--- config.mk ---
export PLATFORM = sky130hd
export DESIGN_NAME = switch_packet_receiver
export DESIGN_NICKNAME = d
export VERILOG_FILES = /design/src/rtl/switch_pkg.sv /design/src/rtl/switch_payload_buffer.sv /design/src/rtl/switch_packet_receiver.sv
export SDC_FILE = /design/constraint.sdc
export NUM_CORES = 1
export LEC_CHECK = 0
export BUFFER_PORTS_ARGS = -buffer_cell sky130_fd_sc_hd__buf_2
export CORE_UTILIZATION = 30
export CTS_BUF_LIST = sky130_fd_sc_hd__clkbuf_16
export CTS_CLUSTER_SIZE = 28
export DETAILED_ROUTE_END_ITERATION = 12
export HOLD_SLACK_MARGIN = 0.05
export PLACE_DENSITY_LB_ADDON = 0.05
export SLEW_MARGIN = 20
export SYNTH_ARGS = -nofsm -noshare
export SYNTH_HDL_FRONTEND = slang
export SYNTH_SLANG_ARGS = --single-unit
--- constraint.sdc ---
create_clock -name clock -period 2.62 [get_ports clock]
set_input_delay 0.393 -clock clock [delete_from_list [all_inputs] [get_ports clock]]
set_output_delay 0.393 -clock clock [all_outputs]
set_load 0.01 [all_outputs]
--- src/rtl/switch_pkg.sv ---
// Shared types and helpers for the switch packet receiver.
package switch_pkg;

  localparam logic [7:0] SYNC_BYTE = 8'hFF;

  typedef enum logic [2:0] {
    IDLE,
    DA,
    SA,
    LEN,
    PAYLOAD,
    PARITY,
    HOLD
  } rx_state_t;

  // One step of the running 8-bit XOR parity.
  function automatic logic [7:0] parity_fold(input logic [7:0] acc, input logic [7:0] b);
    return acc ^ b;
  endfunction

endpackage

--- src/rtl/switch_payload_buffer.sv ---
// Payload register file: synchronous write, combinational read, no data reset.
module switch_payload_buffer #(
  parameter int DEPTH = 16,
  parameter int AW    = $clog2(DEPTH)
) (
  input  logic          clock,
  input  logic          we,
  input  logic [AW-1:0] wr_addr,
  input  logic [7:0]    wr_data,
  input  logic [AW-1:0] rd_addr,
  output logic [7:0]    rd_data
);

  logic [7:0] mem [DEPTH];

  // Capture a payload byte when the receiver is in the payload phase.
  always_ff @(posedge clock) begin
    if (we) mem[wr_addr] <= wr_data;
  end

  assign rd_data = mem[rd_addr];

endmodule

--- src/rtl/switch_packet_receiver.sv ---
// Receiver for the switch control byte stream: frames, checks and buffers
// one packet, then presents it to the core until it is accepted.
//
// Handshake: the packet on pkt_* / rd_data is held while pkt_valid=1; it is
// transferred on a posedge where pkt_valid=1 and pkt_ready=1. pkt_ready has
// no effect while pkt_valid=0, and the outputs never change while
// pkt_valid=1 and pkt_ready=0.
module switch_packet_receiver
  import switch_pkg::*;
#(
  parameter int MAX_PAYLOAD = 16,
  parameter int TIMEOUT     = 32,
  localparam int AW         = $clog2(MAX_PAYLOAD),
  localparam int TW         = $clog2(TIMEOUT + 1)
) (
  input  logic          clock,
  input  logic          reset,
  input  logic [7:0]    data_in,
  input  logic          sw_enable_in,
  output logic          read_out,
  output logic          pkt_valid,
  input  logic          pkt_ready,
  output logic [7:0]    pkt_da,
  output logic [7:0]    pkt_sa,
  output logic [7:0]    pkt_length,
  input  logic [AW-1:0] rd_addr,
  output logic [7:0]    rd_data,
  output logic          err_parity,
  output logic          err_length,
  output logic          err_timeout
);

  rx_state_t     state_q, state_d;
  logic [7:0]    da_q, da_d, sa_q, sa_d, len_q, len_d, acc_q, acc_d;
  logic [AW-1:0] cnt_q, cnt_d;
  logic [TW-1:0] idle_q, idle_d;
  logic          err_par_q, err_par_d, err_len_q, err_len_d, err_to_q, err_to_d;
  logic          buf_we;

  // Next-state, field capture, parity accumulation and timeout decisions.
  always_comb begin
    state_d   = state_q;
    da_d      = da_q;
    sa_d      = sa_q;
    len_d     = len_q;
    acc_d     = acc_q;
    cnt_d     = cnt_q;
    idle_d    = '0;
    err_par_d = 1'b0;
    err_len_d = 1'b0;
    err_to_d  = 1'b0;
    buf_we    = 1'b0;

    // Idle counter only runs while a packet is being framed; HOLD is exempt.
    if (state_q inside {DA, SA, LEN, PAYLOAD, PARITY} && !sw_enable_in) begin
      if (idle_q == TW'(TIMEOUT - 1)) begin
        err_to_d = 1'b1;
        state_d  = IDLE;
      end else begin
        idle_d = idle_q + TW'(1);
      end
    end

    case (state_q)
      IDLE: begin
        if (sw_enable_in && data_in == SYNC_BYTE) state_d = DA;
      end
      DA: begin
        if (sw_enable_in) begin
          da_d    = data_in;
          acc_d   = data_in;
          state_d = SA;
        end
      end
      SA: begin
        if (sw_enable_in) begin
          sa_d    = data_in;
          acc_d   = parity_fold(acc_q, data_in);
          state_d = LEN;
        end
      end
      LEN: begin
        if (sw_enable_in) begin
          len_d = data_in;
          acc_d = parity_fold(acc_q, data_in);
          cnt_d = '0;
          if (data_in == 8'd0) begin
            state_d = PARITY;
          end else if (data_in > 8'(MAX_PAYLOAD)) begin
            err_len_d = 1'b1;
            state_d   = IDLE;
          end else begin
            state_d = PAYLOAD;
          end
        end
      end
      PAYLOAD: begin
        if (sw_enable_in) begin
          buf_we = 1'b1;
          acc_d  = parity_fold(acc_q, data_in);
          if (8'(cnt_q) == len_q - 8'd1) state_d = PARITY;
          else                           cnt_d   = cnt_q + AW'(1);
        end
      end
      PARITY: begin
        if (sw_enable_in) begin
          if (data_in == acc_q) begin
            state_d = HOLD;
          end else begin
            err_par_d = 1'b1;
            state_d   = IDLE;
          end
        end
      end
      HOLD: begin
        if (pkt_ready) state_d = IDLE;
      end
      default: state_d = IDLE;
    endcase
  end

  // State, captured fields, counters and registered error pulses.
  always_ff @(posedge clock or posedge reset) begin
    if (reset) begin
      state_q   <= IDLE;
      da_q      <= '0;
      sa_q      <= '0;
      len_q     <= '0;
      acc_q     <= '0;
      cnt_q     <= '0;
      idle_q    <= '0;
      err_par_q <= 1'b0;
      err_len_q <= 1'b0;
      err_to_q  <= 1'b0;
    end else begin
      state_q   <= state_d;
      da_q      <= da_d;
      sa_q      <= sa_d;
      len_q     <= len_d;
      acc_q     <= acc_d;
      cnt_q     <= cnt_d;
      idle_q    <= idle_d;
      err_par_q <= err_par_d;
      err_len_q <= err_len_d;
      err_to_q  <= err_to_d;
    end
  end

  switch_payload_buffer #(.DEPTH(MAX_PAYLOAD), .AW(AW)) u_buf (
    .clock   (clock),
    .we      (buf_we),
    .wr_addr (cnt_q),
    .wr_data (data_in),
    .rd_addr (rd_addr),
    .rd_data (rd_data)
  );

  assign read_out    = (state_q == IDLE);
  assign pkt_valid   = (state_q == HOLD);
  assign pkt_da      = da_q;
  assign pkt_sa      = sa_q;
  assign pkt_length  = len_q;
  assign err_parity  = err_par_q;
  assign err_length  = err_len_q;
  assign err_timeout = err_to_q;

endmodule

==> flow_summary.json, run 1 <==
{
  "drt_iter0_drc": 246,
  "r2r_setup_slack_ns": 0.62,
  "dp_hpwl_mm": 12.6,
  "syn-num-nets": 482,
  "synthMuxAreaShare_pct": 16.7,
  "syn_area_um2": 7620,
  "grt_pass1_wl_mm": 29.2,
  "fin_worst_hold_slack_ns": 0.0471,
  "grt_pass1_vias": 4618,
  "sw_frac_of_total_pct": 25.4,
  "critPathCaptureType": "primary output",
  "crit_type": "input pin to primary output",
  "synth_commonest_cells": "128 x edfxtp_1, 48 x dfrtp_1, 26 x nand2_1, 26 x nor2_1",
  "cts_tree": "done",
  "fill_cells": 2352,
  "core_um2": 24600,
  "die_h_um": 161,
  "hold_path.class": "input pin to async pin",
  "die-area_um2": 26000,
  "grt_max_degree": 33,
  "yosys.area.top_type": "edfxtp_1",
  "synth_edf_count": 128,
  "status": "finished, final reports clean",
  "p_clk_share_pct": 37.9,
  "clk_path_buf_depth": 2,
  "num_io_pins": 53,
  "synth_top_family_by_area": "multiplexers",
  "ctsResizeCount": 0,
  "clock-root-buffer": "clkbuf_16",
  "htree_levels": 4,
  "numClockSinks": 176,
  "clk_pin_slew_ns": 0.07,
  "cts_setup_buffers": 0,
  "design_area_um2": 8990,
  "ys_async_sr_fraction_pct": 27.3,
  "p_leak_nw": 3.35,
  "rr_worst_depth": 7,
  "p_comb_share_pct": 11.7,
  "tns_ns": 0,
  "synthToLayoutAreaGrowth_pct": 18.0,
  "wl_per_cell_um": 21.8,
  "timing.max_cap.violations": 0,
  "cp_max_fo": 32,
  "start_util_pct": 31.0,
  "required_ns": 2.23,
  "cp-start-kind": "input pin",
  "hold_viol": 0,
  "synth_compound_gate_area_share_pct": 4.56,
  "ys_seq_area_share_pct": 66.2,
  "pwr_density_cell_nw_per_um2": 741,
  "worstSkewPairLatency_ns": 0.42,
  "synth_area_leaders": "edfxtp_1 50%, dfrtp_1 16%, mux4_1 8.3%",
  "synthDistinctLibCells": 51,
  "synth-xor-area-share_pct": 2.07,
  "layout-drive-gt1-share_pct": 29.7,
  "synth-seq-cells": 176,
  "finClkSkew_ns": 0.0115,
  "cts_buffers": 17,
  "nets": 558,
  "place_congestion": 0.733,
  "cts_hold_buf": 0,
  "synthMostInstantiatedCell": "edfxtp_1",
  "p_seq_share_pct": 50.3,
  "period_share_pct": 92.8,
  "intPower_mw": 4.97,
  "gr-total-overflow": 0,
  "routed_via_density": 4.94,
  "syn_avg_cell_area_um2": 16.6,
  "routed_wl_mm": 19.1,
  "slew_headroom_pct": 57.6,
  "ys.flop_type": "edfxtp_1",
  "ir_drop_mv": 0.369,
  "critical_path_arrival_ns": 2.04,
  "drc_errors": 0,
  "synth-adder-area-share_pct": 0.985,
  "worstReg2RegEnd": "cnt_q[3]",
  "grt_usage_pct": 15.7,
  "finalSetupViolCount": 0,
  "port-buffer-count": 52,
  "reg2reg_from": "pkt_length[0]",
  "drtAntennaViolNets": 0,
  "slew_violations": 0,
  "fmax_mhz": 411,
  "p_switching_mw": 1.69,
  "post_dp_cell_area_um2": 8410,
  "synth-simple-area-share_pct": 6.93,
  "synth_top_cell_area_share_pct": 50.4,
  "antenna_found_initial": 1,
  "synthCells": 460,
  "yosysWarningCount": 0,
  "firstDrtPassIters": 4,
  "min_period_ns": 2.43,
  "row_count": 57,
  "via_count": 4320,
  "die_w_um": 161,
  "rsz0062_at_grt": "no",
  "worstMarginPinSlew_ns": 0.636
}
[sequential cells by signal (all words and copies together), names as in the netlist]
signal / flops
u_buf.mem: 128
err_timeout: 1
err_parity: 1
state_q: 3
err_length: 1
idle_q: 6
cnt_q: 4
pkt_da: 8
pkt_length: 8
acc_q: 8
pkt_sa: 8
[worst max-delay path, cell delays in order]
cell and delay [ns]:
buf_2 0.11, buf_12 0.25, mux4_1 0.60, mux4_2 0.50, buf_2 0.17
[kinds of logic (layout without fill, tap and decap cells)]
logic type | count (synthesis) | in the layout
flops | 176 | 176
other cells | 0 | 1
fa+ha+maj | 6 | 6
simple gates | 102 | 102
xor+xnor | 18 | 18
mux | 65 | 65
compound gates | 55 | 55
buf+inv | 38 | 127
[area by class of cell]
| type | count | area [um2] | area share (%) |
|---|---|---|---|
| Antenna cell | 1 | 2.50 | 0.0278 |
| Clock buffer | 17 | 425 | 4.73 |
| Clock inverter | 15 | 159 | 1.77 |
| Inverter | 8 | 30.0 | 0.334 |
| Multi-Input combinational cell | 246 | 2380 | 26.5 |
| Sequential cell | 176 | 5040 | 56.1 |
| Tap cell | 324 | 405 | 4.51 |
| Timing Repair Buffer | 87 | 548 | 6.09 |
[cells in the final DEF (no fill, tap or decap), drive strengths merged, types with 2 or more instances in the layout]
cell type  instances
nand3              5
nand2b             8
mux2              24
nor2              27
o32ai              2
clkinv             4
and3               3
bufinv             2
buf               87
o21a               3
o22ai             10
xnor2             14
dfrtp             48
ha                 6
a21oi             20
nand2             26
nor2b              2
o21ai              5
xor2               4
nand4              6
nor4               5
clkinvlp           3
a211o              2
or3                3
and4               2
inv               14
a31oi              2
o211ai             4
o2111ai            2
mux4              40
nor3              10
edfxtp           128
clkbuf            17
[metal layers]
layer	vias to the layer above	global-route usage [%]	part of all wire [%]
li1	1971	-	-
met1	2230	19.9	44
met2	97	26.5	50
met3	22	3.18	3.7
met4	0	5.53	1.7
met5	-	0	0
[metrics by stage]
stage               std cells  utilization [%]  total power [mW]  setup slack, ns
detailed placement        841             34.2              4.22            0.185
finish                    874             36.6              6.66            0.189
global placement          841             34.2              4.21            0.205
global route              873             36.5              6.97            0.140
CTS                       873             36.5              6.77            0.181
floorplan                 460                -              3.88            0.561
[power by group through the flow]
stage | Clock, mW | Combinational, mW | Sequential (mW)
2_1_floorplan | 0 | 0.520 | 3.36
3_3_place_gp | 0 | 0.792 | 3.42
3_5_place_dp | 0 | 0.807 | 3.42
4_1_cts | 2.61 | 0.808 | 3.36
5_1_grt | 2.71 | 0.869 | 3.38
6_report | 2.53 | 0.782 | 3.36
[how the worst max path moves through the flow]
| stage | start | end | slack [ns] | cells past startpoint |
|---|---|---|---|---|
| 6_report | rd_addr[0] | rd_data[4] | 0.19 | 5 |
| 5_1_grt | rd_addr[0] | rd_data[4] | 0.14 | 5 |
| 4_1_cts | rd_addr[0] | rd_data[4] | 0.18 | 5 |
| 3_5_place_dp | rd_addr[0] | rd_data[4] | 0.19 | 5 |
| 3_3_place_gp | rd_addr[0] | rd_data[4] | 0.21 | 5 |
| 2_1_floorplan | rd_addr[0] | rd_data[0] | 0.56 | 4 |
Power figures use the tool's default switching activity.
==> inputs of run 2 (changes only) <==
Settings changed: BUFFER_PORTS_ARGS -buffer_cell sky130_fd_sc_hd__buf_2 to -buffer_cell sky130_fd_sc_hd__buf_4.
==> flow_summary.json, run 2 (same netlist as run 1, synthesis figures left out) <==
{
  "status": "finished, final reports clean",
  "setup_ws_ns": 0.223,
  "slew_headroom_pct": 56.3,
  "p_clk_share_pct": 39.7,
  "ir_drop_mv": 0.371,
  "dp_hpwl_mm": 12.3,
  "core_um2": 24600,
  "rr_worst_depth": 7,
  "ctsResizeCount": 0,
  "firstDrtPassIters": 6,
  "clk_pin_slew_ns": 0.07,
  "num_io_pins": 53,
  "worstMarginPinSlew_ns": 0.655,
  "via_count": 4234,
  "routed_via_density": 4.89,
  "die_h_um": 161,
  "final_common_cell": "edfxtp_1",
  "seqCellArea_um2": 5040,
  "row_count": 57,
  "finalPower_mw": 6.88,
  "drt_iter0_drc": 261,
  "drc_errors": 0,
  "grt_pass1_vias": 4455,
  "numClockSinks": 176,
  "pwr_density_cell_nw_per_um2": 754,
  "final_util_pct": 37.1,
  "fmax_mhz": 417,
  "cts_setup_buffers": 0,
  "worstSkewPairLatency_ns": 0.42,
  "drtAntennaViolNets": 0,
  "sw_frac_of_total_pct": 24.5,
  "cts_buffers": 17,
  "finClkSkew_ns": 0.00871,
  "place_congestion": 0.762,
  "required_ns": 2.23,
  "hold_viol": 0,
  "min_period_ns": 2.40,
  "die_w_um": 161,
  "reg2reg_from": "pkt_length[0]",
  "r2r_setup_slack_ns": 0.45,
  "largest-register": "u_buf.mem",
  "clk_path_buf_depth": 2,
  "p_switching_mw": 1.68,
  "p_comb_share_pct": 11.5,
  "grt_pass1_wl_mm": 28.0,
  "antenna_found_initial": 0,
  "period_share_pct": 91.5,
  "timing.max_cap.violations": 0,
  "grt_usage_pct": 14.9,
  "grt_max_degree": 33,
  "gr-total-overflow": 0,
  "htree_levels": 4,
  "start_util_pct": 31.0,
  "finalSetupViolCount": 0,
  "die-area_um2": 26000,
  "hold_path.class": "input pin to async pin",
  "fill_cells": 2338,
  "slew_violations": 0,
  "critPathCaptureType": "primary output",
  "crit_type": "register to primary output",
  "intPower_mw": 5.19,
  "cts_tree": "done",
  "cp-start-kind": "register",
  "p_leak_nw": 3.38,
  "layout-drive-gt1-share_pct": 29.2,
  "routed_wl_mm": 18.4,
  "multi_input_area_um2": 2380,
  "cts_hold_buf": 0,
  "worstReg2RegEnd": "cnt_q[3]",
  "n_antenna_cell": 0,
  "synthToLayoutAreaGrowth_pct": 19.7,
  "port-buffer-count": 52,
  "critical_path_arrival_ns": 2.00,
  "tns_ns": 0,
  "cp_max_fo": 1,
  "clock-root-buffer": "clkbuf_16",
  "largest_register_ffs": 128,
  "place_ws_ns": 0.219,
  "p_seq_share_pct": 48.8,
  "final_cell_mix": "128 x edfxtp_1, 79 x buf_4, 48 x dfrtp_1",
  "wl_per_cell_um": 21.3,
  "rsz0062_at_grt": "no",
  "nets": 552
}
## run 2: power by group through the flow
stage	sequential, mW	clock [mW]	combinational (mW)
CTS	3.36	2.80	0.812
finish	3.36	2.73	0.789
detailed placement	3.42	0	0.813
floorplan	3.36	0	0.520
global route	3.38	2.93	0.868
global placement	3.42	0	0.800
## run 2: stage by stage
stage | hold slack (ns) | area [um2] | std cells
floorplan | 0.432 | 7620 | 460
global placement | 0.455 | 8490 | 835
detailed placement | 0.458 | 8490 | 835
CTS | 0.0557 | 9120 | 866
global route | 0.0815 | 9120 | 866
finish | 0.0580 | 9120 | 866
## run 2: layout make-up
| cell class | count | share of cell area (%) |
|---|---|---|
| Clock buffer | 17 | 4.66 |
| Sequential cell | 176 | 55.3 |
| Tap cell | 324 | 4.44 |
| Clock inverter | 14 | 2.25 |
| Timing Repair Buffer | 81 | 6.94 |
| Multi-Input combinational cell | 246 | 26.1 |
| Inverter | 8 | 0.329 |
## run 2: worst max-delay path by stage
stage                    startpoint  slack [ns]  depth (start not counted)         end
finish              u_buf.mem[1][5]        0.22                          3  rd_data[5]
detailed placement       rd_addr[0]        0.22                          5  rd_data[3]
CTS                 u_buf.mem[1][5]        0.15                          3  rd_data[5]
global placement         rd_addr[0]        0.23                          5  rd_data[3]
global route        u_buf.mem[1][5]        0.12                          3  rd_data[5]
floorplan                rd_addr[0]        0.56                          4  rd_data[0]
## run 2: worst max-delay path, cell delays in order, from the launching register on
cell and delay, ns:
edfxtp_1 0.38, mux4_1 0.57, mux4_2 0.48, buf_4 0.16
## run 2: routing by layer
layer | up-vias | GRT usage (%) | share of wire [%]
li1 | 1957 | - | -
met1 | 2171 | 19.5 | 45
met2 | 94 | 25.2 | 50
met3 | 12 | 3.06 | 3.6
met4 | 0 | 4.29 | 1.1
met5 | - | 0 | 0
